===== config.mk =====
export PLATFORM = sky130hd
export DESIGN_NAME = mem_access
export DESIGN_NICKNAME = d
export VERILOG_FILES = /design/src/rtl/mem_access.sv
export SDC_FILE = /design/constraint.sdc
export NUM_CORES = 1
export LEC_CHECK = 0
export BUFFER_PORTS_ARGS = -buffer_cell sky130_fd_sc_hd__buf_4
export CAP_MARGIN = 20
export CORE_MARGIN = 5
export CORE_UTILIZATION = 30
export DETAILED_ROUTE_END_ITERATION = 8
export HOLD_SLACK_MARGIN = 0.15
export PLACE_DENSITY = 0.5
export SLEW_MARGIN = 20
export SYNTH_ARGS = -nofsm -noshare
export SYNTH_HDL_FRONTEND = slang
export SYNTH_SLANG_ARGS = --single-unit

===== constraint.sdc =====
create_clock -name clk -period 6.05 [get_ports clk]
set_clock_uncertainty 0.1 [all_clocks]
set_input_delay 0.605 -clock clk [delete_from_list [all_inputs] [get_ports clk]]
set_output_delay 0.605 -clock clk [all_outputs]
set_load 0.05 [all_outputs]

===== src/rtl/mem_access.sv =====
// MIPS32 memory-access stage: ALU passthrough, plus a req/ack data-bus transaction
// for loads and stores, with big-endian lane selection, extension, alignment and timeout checks.
module mem_access #(
  parameter int unsigned BUS_TIMEOUT = 255
) (
  input  logic        clk,
  input  logic        rst,
  input  logic        mem_wReg_i,
  input  logic [4:0]  mem_wAddr_i,
  input  logic [31:0] mem_wData_i,
  input  logic [3:0]  mem_op_i,
  input  logic [31:0] mem_sData_i,
  output logic        wb_wReg_o,
  output logic [4:0]  wb_wAddr_o,
  output logic [31:0] wb_wData_o,
  output logic        stall_req_o,
  output logic        exc_align_o,
  output logic        exc_timeout_o,
  output logic        bus_req_o,
  output logic        bus_we_o,
  output logic [31:0] bus_addr_o,
  output logic [3:0]  bus_sel_o,
  output logic [31:0] bus_wdata_o,
  input  logic        bus_ack_i,
  input  logic [31:0] bus_rdata_i
);

  localparam int unsigned TMO_W = 8;
  localparam logic [TMO_W-1:0] TMO_LAST = TMO_W'(BUS_TIMEOUT - 1);

  localparam logic [3:0] OP_LB  = 4'd1;
  localparam logic [3:0] OP_LBU = 4'd2;
  localparam logic [3:0] OP_LH  = 4'd3;
  localparam logic [3:0] OP_LHU = 4'd4;
  localparam logic [3:0] OP_LW  = 4'd5;
  localparam logic [3:0] OP_SB  = 4'd6;
  localparam logic [3:0] OP_SH  = 4'd7;
  localparam logic [3:0] OP_SW  = 4'd8;

  typedef enum logic [1:0] {
    S_IDLE   = 2'd0,
    S_ACCESS = 2'd1,
    S_DONE   = 2'd2
  } state_t;

  state_t            state;
  logic [31:0]       addr_q;
  logic [3:0]        op_q;
  logic [31:0]       sdata_q;
  logic [31:0]       rdata_q;
  logic [TMO_W-1:0]  tmo_cnt;
  logic              tmo_flag;

  function automatic logic is_load(input logic [3:0] op);
    return (op >= OP_LB) && (op <= OP_LW);
  endfunction

  function automatic logic is_store(input logic [3:0] op);
    return (op >= OP_SB) && (op <= OP_SW);
  endfunction

  function automatic logic is_mem(input logic [3:0] op);
    return is_load(op) || is_store(op);
  endfunction

  function automatic logic misaligned(input logic [3:0] op, input logic [1:0] b);
    logic bad;
    bad = 1'b0;
    case (op)
      OP_LH, OP_LHU, OP_SH: bad = b[0];
      OP_LW, OP_SW:         bad = (b != 2'b00);
      default:              bad = 1'b0;
    endcase
    return bad;
  endfunction

  // Big-endian lane pick: shifting left by the byte offset brings the addressed lane to the top.
  function automatic logic [31:0] load_extract(input logic [3:0] op, input logic [1:0] b,
                                               input logic [31:0] rdata);
    logic [31:0] sh;
    logic [31:0] res;
    sh  = rdata << {b, 3'b000};
    res = '0;
    case (op)
      OP_LB:   res = {{24{sh[31]}}, sh[31:24]};
      OP_LBU:  res = {24'd0, sh[31:24]};
      OP_LH:   res = {{16{sh[31]}}, sh[31:16]};
      OP_LHU:  res = {16'd0, sh[31:16]};
      OP_LW:   res = rdata;
      default: res = '0;
    endcase
    return res;
  endfunction

  function automatic logic [3:0] lane_sel(input logic [3:0] op, input logic [1:0] b);
    logic [3:0] sel;
    case (op)
      OP_LB, OP_LBU, OP_SB: sel = 4'b1000 >> b;
      OP_LH, OP_LHU, OP_SH: sel = b[1] ? 4'b0011 : 4'b1100;
      OP_LW, OP_SW:         sel = 4'b1111;
      default:              sel = 4'b0000;
    endcase
    return sel;
  endfunction

  function automatic logic [31:0] store_data(input logic [3:0] op, input logic [31:0] sdata);
    logic [31:0] wd;
    case (op)
      OP_SB:   wd = {4{sdata[7:0]}};
      OP_SH:   wd = {2{sdata[15:0]}};
      OP_SW:   wd = sdata;
      default: wd = '0;
    endcase
    return wd;
  endfunction

  // Transaction FSM and its latched operands
  always_ff @(posedge clk) begin
    if (rst) begin
      state    <= S_IDLE;
      addr_q   <= '0;
      op_q     <= '0;
      sdata_q  <= '0;
      rdata_q  <= '0;
      tmo_cnt  <= '0;
      tmo_flag <= 1'b0;
    end else begin
      case (state)
        S_IDLE: begin
          if (is_mem(mem_op_i) && !misaligned(mem_op_i, mem_wData_i[1:0])) begin
            addr_q  <= mem_wData_i;
            op_q    <= mem_op_i;
            sdata_q <= mem_sData_i;
            tmo_cnt <= '0;
            state   <= S_ACCESS;
          end
        end
        S_ACCESS: begin
          if (bus_ack_i) begin
            rdata_q <= load_extract(op_q, addr_q[1:0], bus_rdata_i);
            state   <= S_DONE;
          end else if (tmo_cnt == TMO_LAST) begin
            tmo_flag <= 1'b1;
            state    <= S_DONE;
          end else begin
            tmo_cnt <= tmo_cnt + TMO_W'(1);
          end
        end
        S_DONE: begin
          tmo_flag <= 1'b0;
          state    <= S_IDLE;
        end
        default: state <= S_IDLE;
      endcase
    end
  end

  // Output decode; everything is forced quiet while reset is held
  always_comb begin
    wb_wReg_o     = 1'b0;
    wb_wAddr_o    = '0;
    wb_wData_o    = '0;
    stall_req_o   = 1'b0;
    exc_align_o   = 1'b0;
    exc_timeout_o = 1'b0;
    bus_req_o     = 1'b0;
    bus_we_o      = 1'b0;
    bus_addr_o    = '0;
    bus_sel_o     = '0;
    bus_wdata_o   = '0;
    if (!rst) begin
      case (state)
        S_IDLE: begin
          wb_wAddr_o = mem_wAddr_i;
          wb_wData_o = mem_wData_i;
          if (!is_mem(mem_op_i)) begin
            wb_wReg_o = mem_wReg_i;
          end else if (misaligned(mem_op_i, mem_wData_i[1:0])) begin
            exc_align_o = 1'b1;
          end else begin
            stall_req_o = 1'b1;
          end
        end
        S_ACCESS: begin
          stall_req_o = 1'b1;
          wb_wAddr_o  = mem_wAddr_i;
          wb_wData_o  = mem_wData_i;
          bus_req_o   = 1'b1;
          bus_we_o    = is_store(op_q);
          bus_addr_o  = {addr_q[31:2], 2'b00};
          bus_sel_o   = lane_sel(op_q, addr_q[1:0]);
          bus_wdata_o = store_data(op_q, sdata_q);
        end
        S_DONE: begin
          wb_wAddr_o = mem_wAddr_i;
          if (is_load(op_q)) begin
            wb_wData_o = rdata_q;
            wb_wReg_o  = mem_wReg_i;
          end else begin
            wb_wData_o = mem_wData_i;
          end
          if (tmo_flag) begin
            exc_timeout_o = 1'b1;
            wb_wReg_o     = 1'b0;
          end
        end
        default: ;
      endcase
    end
  end

endmodule


==> results of run 1 <==
[power by group through the flow]
| stage | combinational (mW) | sequential (mW) | clock [mW] |
|---|---|---|---|
| after global routing | 0.462 | 0.811 | 0.674 |
| after global placement | 0.429 | 0.822 | 0 |
| final | 0.427 | 0.805 | 0.628 |
| after CTS | 0.432 | 0.805 | 0.651 |
| after floorplan | 0.302 | 0.804 | 0 |
| after detailed placement | 0.431 | 0.822 | 0 |
[path summary, 6_finish.rpt]
check             slack [ns]                     from                        to  cells after the start
hold / removal          0.35  addr_q[27]$_SDFFE_PP0P_   addr_q[27]$_SDFFE_PP0P_                      2
setup reg to reg        3.32    state[0]$_SDFFE_PP0P_  rdata_q[14]$_SDFFE_PP0P_                      6
hold reg to reg         0.35  addr_q[27]$_SDFFE_PP0P_   addr_q[27]$_SDFFE_PP0P_                      2
setup / recovery        2.43    state[0]$_SDFFE_PP0P_            bus_wdata_o[7]                      8
[cells by family after synthesis]
logic type	count (synthesis)
AOI/OAI and AO/OA	184
xor gates and xnor gates	2
adders and majority gates	2
buffers and inverters	86
DFF	111
muxes	94
other	1
and+or+nand+nor	306
[flip-flops by register name (all words and copies together) (netlist names)]
name and count:
state 2, tmo_cnt 8, op_q 4, rdata_q 32
addr_q 32, tmo_flag 1, sdata_q 32
[worst max-delay path, delay by kind of cell, from the launching register on]
kind | cells | cell delay (ns)
flops | 1 | 0.69
simple gates | 3 | 0.50
buf+inv | 4 | 1.04
compound gates | 1 | 0.29
[placed cells by master (no fill, tap or decap), types with 3 or more instances in the layout]
cell type / n
buf_4: 230
nand2_1: 179
dfxtp_1: 111
mux2i_1: 70
a21oi_1: 55
and3_1: 37
a22o_1: 36
nor2_1: 24
o2bb2ai_1: 17
and2_1: 16
mux2_2: 16
nand3b_1: 11
o21ai_0: 10
inv_1: 9
a22oi_1: 9
clkbuf_16: 9
mux4_2: 8
a311oi_1: 8
o21a_1: 7
a221o_1: 7
nor3_1: 4
nand2b_1: 4
a31oi_1: 4
a211oi_1: 4
nand4_1: 4
nor2b_1: 3
o311ai_0: 3
nand3_1: 3
clkinv_4: 3
[metrics by stage]
stage           util  hold slack (ns)  setup slack (ns)
2_1_floorplan      -            0.330              2.64
3_3_place_gp   0.380            0.340              2.75
3_5_place_dp   0.380            0.344              2.66
4_1_cts        0.395            0.356              2.37
5_1_grt        0.395            0.366              2.13
6_report       0.395            0.351              2.43
[final cells by class]
class                      count  area, sq um
tap                          280          350
timing repair buffer         230         1730
sequential                   111         2220
fill                        2283        13200
inverter                      10         40.0
clock buffer                   9          225
clock inverter                 7         81.3
multi-input combinational    590         3940
[layer usage]
| layer | up-vias | global-route usage | part of all wire |
|---|---|---|---|
| met5 | - | 0 | 0 |
| met4 | 0 | 0.0435 | 0.014 |
| met3 | 19 | 0.0530 | 0.083 |
| met2 | 218 | 0.279 | 0.45 |
| met1 | 2873 | 0.246 | 0.46 |
| li1 | 3153 | - | - |
==> summary.txt, run 1 <==
Die H: 158 um
Initial DRT Pass Iterations: 5
Reg clk slew, reported paths: 0.08 ns
Via count: 6263
Skew-Pair Late Insertion Delay: 0.35 ns
H-tree depth: 3
Post-Synth XOR/XNOR Area: 0.00266
Min Tclk post-route: 3.62 ns
Die width: 158 um
Compound-Gate Fraction of Synth Area: 0.202
Pwr Density: 217 mW/mm^2
Net switching power: 0.589 mW
Starting density of the core: 0.303
Mean Syn Cell Area: 8.39 sq um
CP required: 5.34 ns
Synth Area in Adders: 0.00379
Max stage delay cell, worst path: dfxtp_1
Sink Count: 111
Hold Fails Final Rpt: 0
Final GP Congestion: 0.879
Worst vdd ir: 137 uV
FF+latch count, synth: 111
Post-CTS Resized: 0
Cell Int Power: 1.27 mW
First-pass GRT wire length: 35.3 mm
Switching share of total power: 0.316
Relative slew slack: 0.301
Antenna violations before repair: 0
Worst Max-Slew Pin Slew: 1.05 ns
Finished Layout Cells: 1237
Area growth, synth to finish: 30.2%
Final setup vio count: 0
Hold Crit Class: reg2reg
Register area share after synthesis: 0.337
Placed cell areas: 0.00828 sq mm
Sequential Power Share: 0.433
Most used cell, CP: buf_4
Tot GR Track Use: 0.179
DRC viols: 0
CP max FO: 37
Initial DRC Count: 357
Hold Buf Count CTS: 0
Fin area: 0.00858 sq mm
Crit. End Element: output pin
Cell Area, Synth: 0.00660 sq mm
RSZ-0062 raised after global routing: no
Final nets: 1063
Crit path arrival time: 2.91 ns
Max Transition Viols Final: 0
DIE AREA: 0.0250 sq mm
Ys Warns: 0
Leak: 3.63 nW
GRT overflow: 0
TritonCTS clock tree: yes
Pin count of the biggest net entering global routing: 77
Ports: 220
Synth area leader: dfxtp_1
Worst path cell trace: nor2b_2 -> buf_4 -> nand2_1 -> buf_4 -> inv_1 -> o21a_1 -> and2_1 -> buf_4
Asr flop ratio synth: 0
HPWL after DPL: 17.0 mm
Status: complete, no violations
Post-synth top area share: 0.337
Postcts setup bufs: 0
Worst Setup Path Type: reg2out
Final period utilization: 0.598
Final wirelength: 23.2 mm
Synth cell count leaders: nand2_1, dfxtp_1, mux2i_1
Clock power frac: 0.338
Cts bufs inserted: 9
Num rows: 54
Largest family of logic cells by synthesized area: simple AND/OR/NAND/NOR gates
Gate Count Post-Synth: 786
Simple-gate share of the synthesized area: 0.224
PortBufs: 217
Drt via density: 5.06
Mux cell area share after synthesis: 0.161
Setup TNS Final: 0 ns
Max frequency: 276 MHz
DR WL/cell: 18.7 um
Max stage delay on crit path: 0.69 ns
Clock Tree Buf Depth: 2
Comb pwr share: 0.230
Post-synth EDFFs: 0
Root Buffer: clkbuf_16
Core ar.: 0.0218 sq mm
Max Cap Violations: 0
Post-route antenna net violation count: 0
Placed Cells: 1221
Synth area leaders: dfxtp_1, mux2i_1, nand2_1
Antenna Diode Count: 0
Tot Pwr: 1.86 mW
Setup crit start kind: flip-flop
Layout cell share with drive strength beyond 1: 0.298
Most frequent cell after synthesis: nand2_1
Vias in the first global route: 6034
Post-synth cell types: 69
Ys flop type: dfxtp_1
No activity file was read; power rests on OpenSTA's default activity.
==> run 2: changes to the inputs <==
--- a/config.mk
+++ b/config.mk
@@ -11,7 +11,7 @@
 export CORE_UTILIZATION = 30
 export DETAILED_ROUTE_END_ITERATION = 8
 export HOLD_SLACK_MARGIN = 0.15
-export PLACE_DENSITY = 0.5
+export PLACE_DENSITY = 0.52
 export SLEW_MARGIN = 20
 export SYNTH_ARGS = -nofsm -noshare
 export SYNTH_HDL_FRONTEND = slang
==> constraint.sdc (replaced) <==
create_clock -name clk -period 3.3 [get_ports clk]
set_clock_uncertainty 0.1 [all_clocks]
set_input_delay 0.33 -clock clk [delete_from_list [all_inputs] [get_ports clk]]
set_output_delay 0.33 -clock clk [all_outputs]
set_load 0.05 [all_outputs]
==> run 2 against run 1 <==
Global-route usage is 0.21 points higher. Setup slack worse by 2.1 ns. Critical endpoint is now wb_wData_o[0]. Largest cell class unchanged. Sequential cell count stayed put. Wire length is 1.7% higher. Critical path depth is 3 lower. Combinational power is 100% higher.
==> summary.txt, run 2 (same netlist as run 1, synthesis figures left out) <==
FILL cells: 2220 (-2.8%)
Reg clk slew, reported paths: 0.08 ns (about the same)
First-pass GRT wire length: 36.0 mm (+2.0%)
Starting density of the core: 0.303 (unchanged)
CP required: 2.87 ns (-2.47 ns)
Final setup vio count: 0 (unchanged)
Vias in the first global route: 6398 (+6.0%)
Post-route antenna net violation count: 0 (unchanged)
Area growth, synth to finish: 40.8%
Max Cap Violations: 0 (unchanged)
DIE AREA: 0.0250 sq mm (unchanged)
H-tree depth: 3 (unchanged)
Cell family with most CP delay: compound AO/OA/AOI/OAI gates
Max frequency: 341 MHz
Area of the multi-input gates: 0.00394 sq mm (unchanged)
Final wirelength: 23.6 mm (+1.7%)
GRT overflow: 0 (unchanged)
Skew-Pair Late Insertion Delay: 0.35 ns (about the same)
Initial DRC Count: 267 (-25%)
HPWL after DPL: 16.8 mm (-0.97%)
Largest registers: addr_q: 32 flops, rdata_q: 32 flops, sdata_q: 32 flops
Via count: 6527 (+4.2%)
Initial DRT Pass Iterations: 4 (-1)
Tot GR Track Use: 0.182 (+0.00212)
Die H: 158 um (unchanged)
Hold Fails Final Rpt: 0 (unchanged)
Min Tclk post-route: 2.94 ns
Max Transition Viols Final: 0 (unchanged)
Setup crit start kind: flip-flop
TritonCTS clock tree: yes
Final period utilization: 0.890
Die width: 158 um (unchanged)
Final GP Congestion: 0.862 (-1.9%)
Worst path cell trace: nor3_1 -> o21a_1 -> o21a_2 -> a22o_1 -> buf_4
Postcts setup bufs: 0 (unchanged)
Setup TNS Final: 0 ns (unchanged)
Crit. End Element: output pin
Status: complete, no violations
Core ar.: 0.0218 sq mm (unchanged)
Fin util: 0.427 (+0.0323)
FF-to-FF setup slack: 0.97 ns (-2.35 ns)
CP max FO: 28 (-24%)
Relative slew slack: 0.501 (+0.201)
Final nets: 1133 (+6.6%)
Crit path arrival time: 2.51 ns (-0.40 ns)
Cts bufs inserted: 9 (unchanged)
Most frequent cells in the layout: buf_4, nand2_1, dfxtp_1
Worst hold slack: 0.166 ns (-0.186 ns)
Leak: 3.93 nW (+8.3%)
Clock Tree Buf Depth: 2 (unchanged)
Max stage delay cell, worst path: o21a_2
Worst vdd ir: 243 uV (+77%)
DRC viols: 0 (unchanged)
Worst Max-Slew Pin Slew: 0.747 ns (-0.302 ns)
Drt via density: 4.99 (-1.4%)
RSZ-0062 raised after global routing: no
Reg area: 0.00222 sq mm (unchanged)
Num rows: 54 (unchanged)
DR WL/cell: 18.0 um (-3.8%)
Worst Setup Path Type: reg2out
Ports: 220 (unchanged)
Antenna Diode Count: 0 (unchanged)
Commonest non-fill, non-tap cell in the layout: buf_4
Sink Count: 111 (unchanged)
Antenna violations before repair: 0 (unchanged)
Root Buffer: clkbuf_16
PortBufs: 217 (unchanged)
Hold Crit Class: in2reg
Max stage delay on crit path: 0.52 ns (-0.17 ns)
Pin count of the biggest net entering global routing: 175 (+130%)
Pwr Density: 371 mW/mm^2 (+71%)
CP Buf/Inv Count: 1 (-3)
Layout cell share with drive strength beyond 1: 0.282 (-0.0154)
run 2: changes by cell type in the layout (fill, tap and decap cells not counted), sizes merged:
cell         before  now
inv              12   15
buf             230  235
clkinv            4    1
clkbuf            9   10
dlygate4sd3       0   65
bufinv            1    0
run 2: final timing paths:
check                          start                        to  cells past startpoint
max             op_q[1]$_SDFFE_PP0P_             wb_wData_o[0]                      5
min                  bus_rdata_i[17]  rdata_q[17]$_SDFFE_PP0P_                      3
max reg2reg   addr_q[0]$_SDFFE_PP0P_  rdata_q[29]$_SDFFE_PP0P_                      4
min reg2reg  addr_q[19]$_SDFFE_PP0P_   addr_q[19]$_SDFFE_PP0P_                      2
run 2: final cells by class:
| class | instances | share of cell area |
|---|---|---|
| Clock buffer | 10 | 0.0257 |
| Clock inverter | 6 | 0.00620 |
| Inverter | 10 | 0.00431 |
| Multi-Input combinational cell | 590 | 0.424 |
| Sequential cell | 111 | 0.239 |
| Tap cell | 280 | 0.0377 |
| Timing Repair Buffer | 300 | 0.263 |
run 2: where the power goes:
group          switching, mW  total, mW  leakage (nW)  internal, mW
Clock                  0.557       1.11         0.148         0.555
Combinational          0.480      0.856          2.88         0.377
Sequential            0.0637       1.48         0.904          1.41
Total                   1.10       3.44          3.93          2.34
run 2: repair_timing:
| item | in CTS | in global routing |
|---|---|---|
| endpoints found under the hold margin | 65 | 0 |
| gates resized for setup | 1 | 0 |
| setup endpoints to repair | 15 | 0 |
| hold buffers | 65 | 0 |
run 2: worst reg2reg max path: stages, from the launching register on:
cell       delay, ns
dfxtp_1         0.74
mux4_2          0.64
and4bb_1        0.42
a21oi_1         0.23
o2bb2ai_1       0.08
run 2: per-layer routing:
metal  part of all wire  vias to the layer above  GRT usage
met3              0.084                       14     0.0544
met5                  0                        -          0
met1               0.44                     3009      0.241
li1                   -                     3289          -
met4              0.011                        0     0.0357
met2               0.46                      215      0.295
run 2: per-stage QoR:
step / cells / setup slack, ns / power, mW / area, sq um
final: 1307 / 0.364 / 3.44 / 9290
after floorplan: 787 / 0.439 / 2.03 / 6600
after CTS: 1307 / 0.338 / 3.50 / 9290
after global placement: 1226 / 0.510 / 2.30 / 8340
after detailed placement: 1226 / 0.371 / 2.30 / 8340
after global routing: 1307 / 0.200 / 3.62 / 9290
==> run 3: changes to the inputs <==
--- a/config.mk
+++ b/config.mk
@@ -11,7 +11,7 @@
 export CORE_UTILIZATION = 30
 export DETAILED_ROUTE_END_ITERATION = 8
 export HOLD_SLACK_MARGIN = 0.15
-export PLACE_DENSITY = 0.52
+export PLACE_DENSITY = 0.6
 export SLEW_MARGIN = 20
 export SYNTH_ARGS = -nofsm -noshare
 export SYNTH_HDL_FRONTEND = slang
==> run 3 against run 2 <==
Highest routed layer unchanged. Hold slack got worse by 0.0021 ns. Sequential share of layout area shrank 0.22 points. Cell area up 0.92%. First-iteration DRC count increased by 62%.
==> summary.txt, run 3 (same netlist as run 1, synthesis figures left out) <==
Area growth, synth to finish: 42.1%
Reg-to-Reg Start: state[0]$_SDFFE_PP0P_
Core ar.: 0.0218 sq mm (unchanged)
CP max FO: 28 (unchanged)
RSZ-0062 raised after global routing: no
Cell family with most CP delay: compound AO/OA/AOI/OAI gates
First-pass GRT wire length: 35.8 mm (-0.46%)
Status: complete, no violations
Die width: 158 um (unchanged)
Initial DRT Pass Iterations: 5 (+1)
Initial DRC Count: 432 (+62%)
Largest registers: addr_q: 32 flops, rdata_q: 32 flops, sdata_q: 32 flops
Crit. End Element: output pin
Hold Crit Class: in2reg
Most frequent cells in the layout: buf_4, nand2_1, dfxtp_1
Pwr Density: 377 mW/mm^2 (+1.8%)
Clock Tree Buf Depth: 2 (unchanged)
Post-route antenna net violation count: 0 (unchanged)
PortBufs: 217 (unchanged)
Placed cell areas: 0.00844 sq mm (+1.2%)
Cts bufs inserted: 9 (unchanged)
Final period utilization: 0.898 (+0.00848)
Setup crit start kind: flip-flop
R2R cell count: 6 (+2)
Final wirelength: 23.7 mm (+0.51%)
Skew-Pair Late Insertion Delay: 0.36 ns (about the same)
Via count: 6763 (+3.6%)
Min Tclk post-route: 2.96 ns (+0.0280 ns)
Max stage delay cell, worst path: o21a_2
Hold depth: 3 (unchanged)
DRC viols: 0 (unchanged)
Hold path endpoint: rdata_q[23]$_SDFFE_PP0P_
Max Transition Viols Final: 0 (unchanged)
Commonest non-fill, non-tap cell in the layout: buf_4
Final nets: 1138 (+0.44%)
Worst setup margin: 0.336 ns (-0.0280 ns)
Worst path cell trace: nor3_1 -> o21a_1 -> o21a_2 -> a22o_1 -> buf_4
Hold Crit Start: bus_rdata_i[23]
Final GP Congestion: 0.856 (-0.68%)
Die H: 158 um (unchanged)
Busiest grt layer: met2
Placed Cells: 1234 (+0.65%)
FF-to-FF setup slack: 0.98 ns (about the same)
Worst Setup Path Type: reg2out
Max frequency: 337 MHz (-0.94%)
H-tree depth: 3 (unchanged)
Layout cell share with drive strength beyond 1: 0.289 (+0.00638)
Vias in the first global route: 6492 (+1.5%)
Starting density of the core: 0.303 (unchanged)
CP required: 2.87 ns (about the same)
Max stage delay on crit path: 0.55 ns (+0.03 ns)
Setup TNS Final: 0 ns (unchanged)
Root Buffer: clkbuf_16
Max Cap Violations: 0 (unchanged)
Worst Max-Slew Pin Slew: 1.04 ns (+0.297 ns)
Antenna Diode Count: 0 (unchanged)
Final setup vio count: 0 (unchanged)
Finished Layout Cells: 1312 (+0.38%)
CP Buf/Inv Count: 1 (unchanged)
GRT overflow: 0 (unchanged)
Sink Count: 111 (unchanged)
Worst vdd ir: 254 uV (+4.5%)
Pin count of the biggest net entering global routing: 115 (-34%)
Ports: 220 (unchanged)
FILL cells: 2162 (-2.6%)
Worst hold slack: 0.164 ns (-0.00212 ns)
DR WL/cell: 18.0 um (+0.13%)
Tot GR Track Use: 0.181 (-0.000280)
Drt via density: 5.15 (+3.2%)
Num rows: 54 (unchanged)
DIE AREA: 0.0250 sq mm (unchanged)
Antenna violations before repair: 0 (unchanged)
Met1 usage: 0.236 (-0.00562)
Fin area: 0.00937 sq mm (+0.92%)
Hold Fails Final Rpt: 0 (unchanged)
TritonCTS clock tree: yes
Relative slew slack: 0.304 (-0.197)
Pre-CTS WS: 0.262 ns (-0.109 ns)
Reg clk slew, reported paths: 0.08 ns (about the same)
Leak: 3.98 nW (+1.1%)
Crit path arrival time: 2.53 ns (+0.02 ns)
HPWL after DPL: 17.3 mm (+2.9%)
RR Endpoint: rdata_q[12]$_SDFFE_PP0P_
Met3 Use GR: 0.0516 (-0.00272)
Met2 usage in global routing: 0.293 (-0.00141)
## run 3: cell count changes in the layout (fill, tap and decap cells not counted), sizes merged
cell	delta
dlygate4sd3	-3
bufinv	+1
clkinvlp	+1
inv	-1
buf	+8
clkinv	-1
## run 3: worst min-delay path, stage by stage
cell and delay, ns:
buf_4 0.10, a21oi_1 0.05, o2bb2ai_1 0.11
## run 3: worst max path at each step
stage,start,end,cells after the start
6_report,op_q[1]$_SDFFE_PP0P_,wb_wData_o[4],5
5_1_grt,op_q[1]$_SDFFE_PP0P_,wb_wData_o[4],5
4_1_cts,op_q[1]$_SDFFE_PP0P_,wb_wData_o[0],5
3_5_place_dp,op_q[1]$_SDFFE_PP0P_,wb_wData_o[0],5
3_3_place_gp,op_q[1]$_SDFFE_PP0P_,wb_wData_o[0],5
2_1_floorplan,mem_wData_i[0],exc_align_o,5
## run 3: power by group
part | switching (mW) | internal [mW] | leakage, nW
Combinational | 0.488 | 0.395 | 2.92
Sequential | 0.0633 | 1.41 | 0.904
Clock | 0.555 | 0.625 | 0.152
## run 3: metrics by stage
| step | utilization | total power, mW |
|---|---|---|
| 2_1_floorplan | - | 2.03 |
| 3_3_place_gp | 0.388 | 2.32 |
| 3_5_place_dp | 0.388 | 2.33 |
| 4_1_cts | 0.431 | 3.57 |
| 5_1_grt | 0.431 | 3.70 |
| 6_report | 0.431 | 3.54 |
## run 3: cell type report
type | instances | area, sq um | area share
repair buffers | 305 | 2510 | 0.268
flip-flops and latches | 111 | 2220 | 0.237
clock buffers | 10 | 239 | 0.0255
clock inverters | 6 | 75.1 | 0.00801
inverters | 10 | 40.0 | 0.00427
multi-input cells | 590 | 3940 | 0.420
well taps | 280 | 350 | 0.0374
## run 3: layer usage
metal  wire length (um)  vias to the layer above
met1              10200                     3138
li1                   -                     3302
met4                514                        0
met5                  0                        -
met3               2220                       31
met2              10700                      292
## run 3: timing repair
action	CTS	global route
buffers inserted	0	0
gates resized for setup	1	0
setup endpoints to repair	28	0
hold buffers	62	0
hold endpoints to repair	62	0
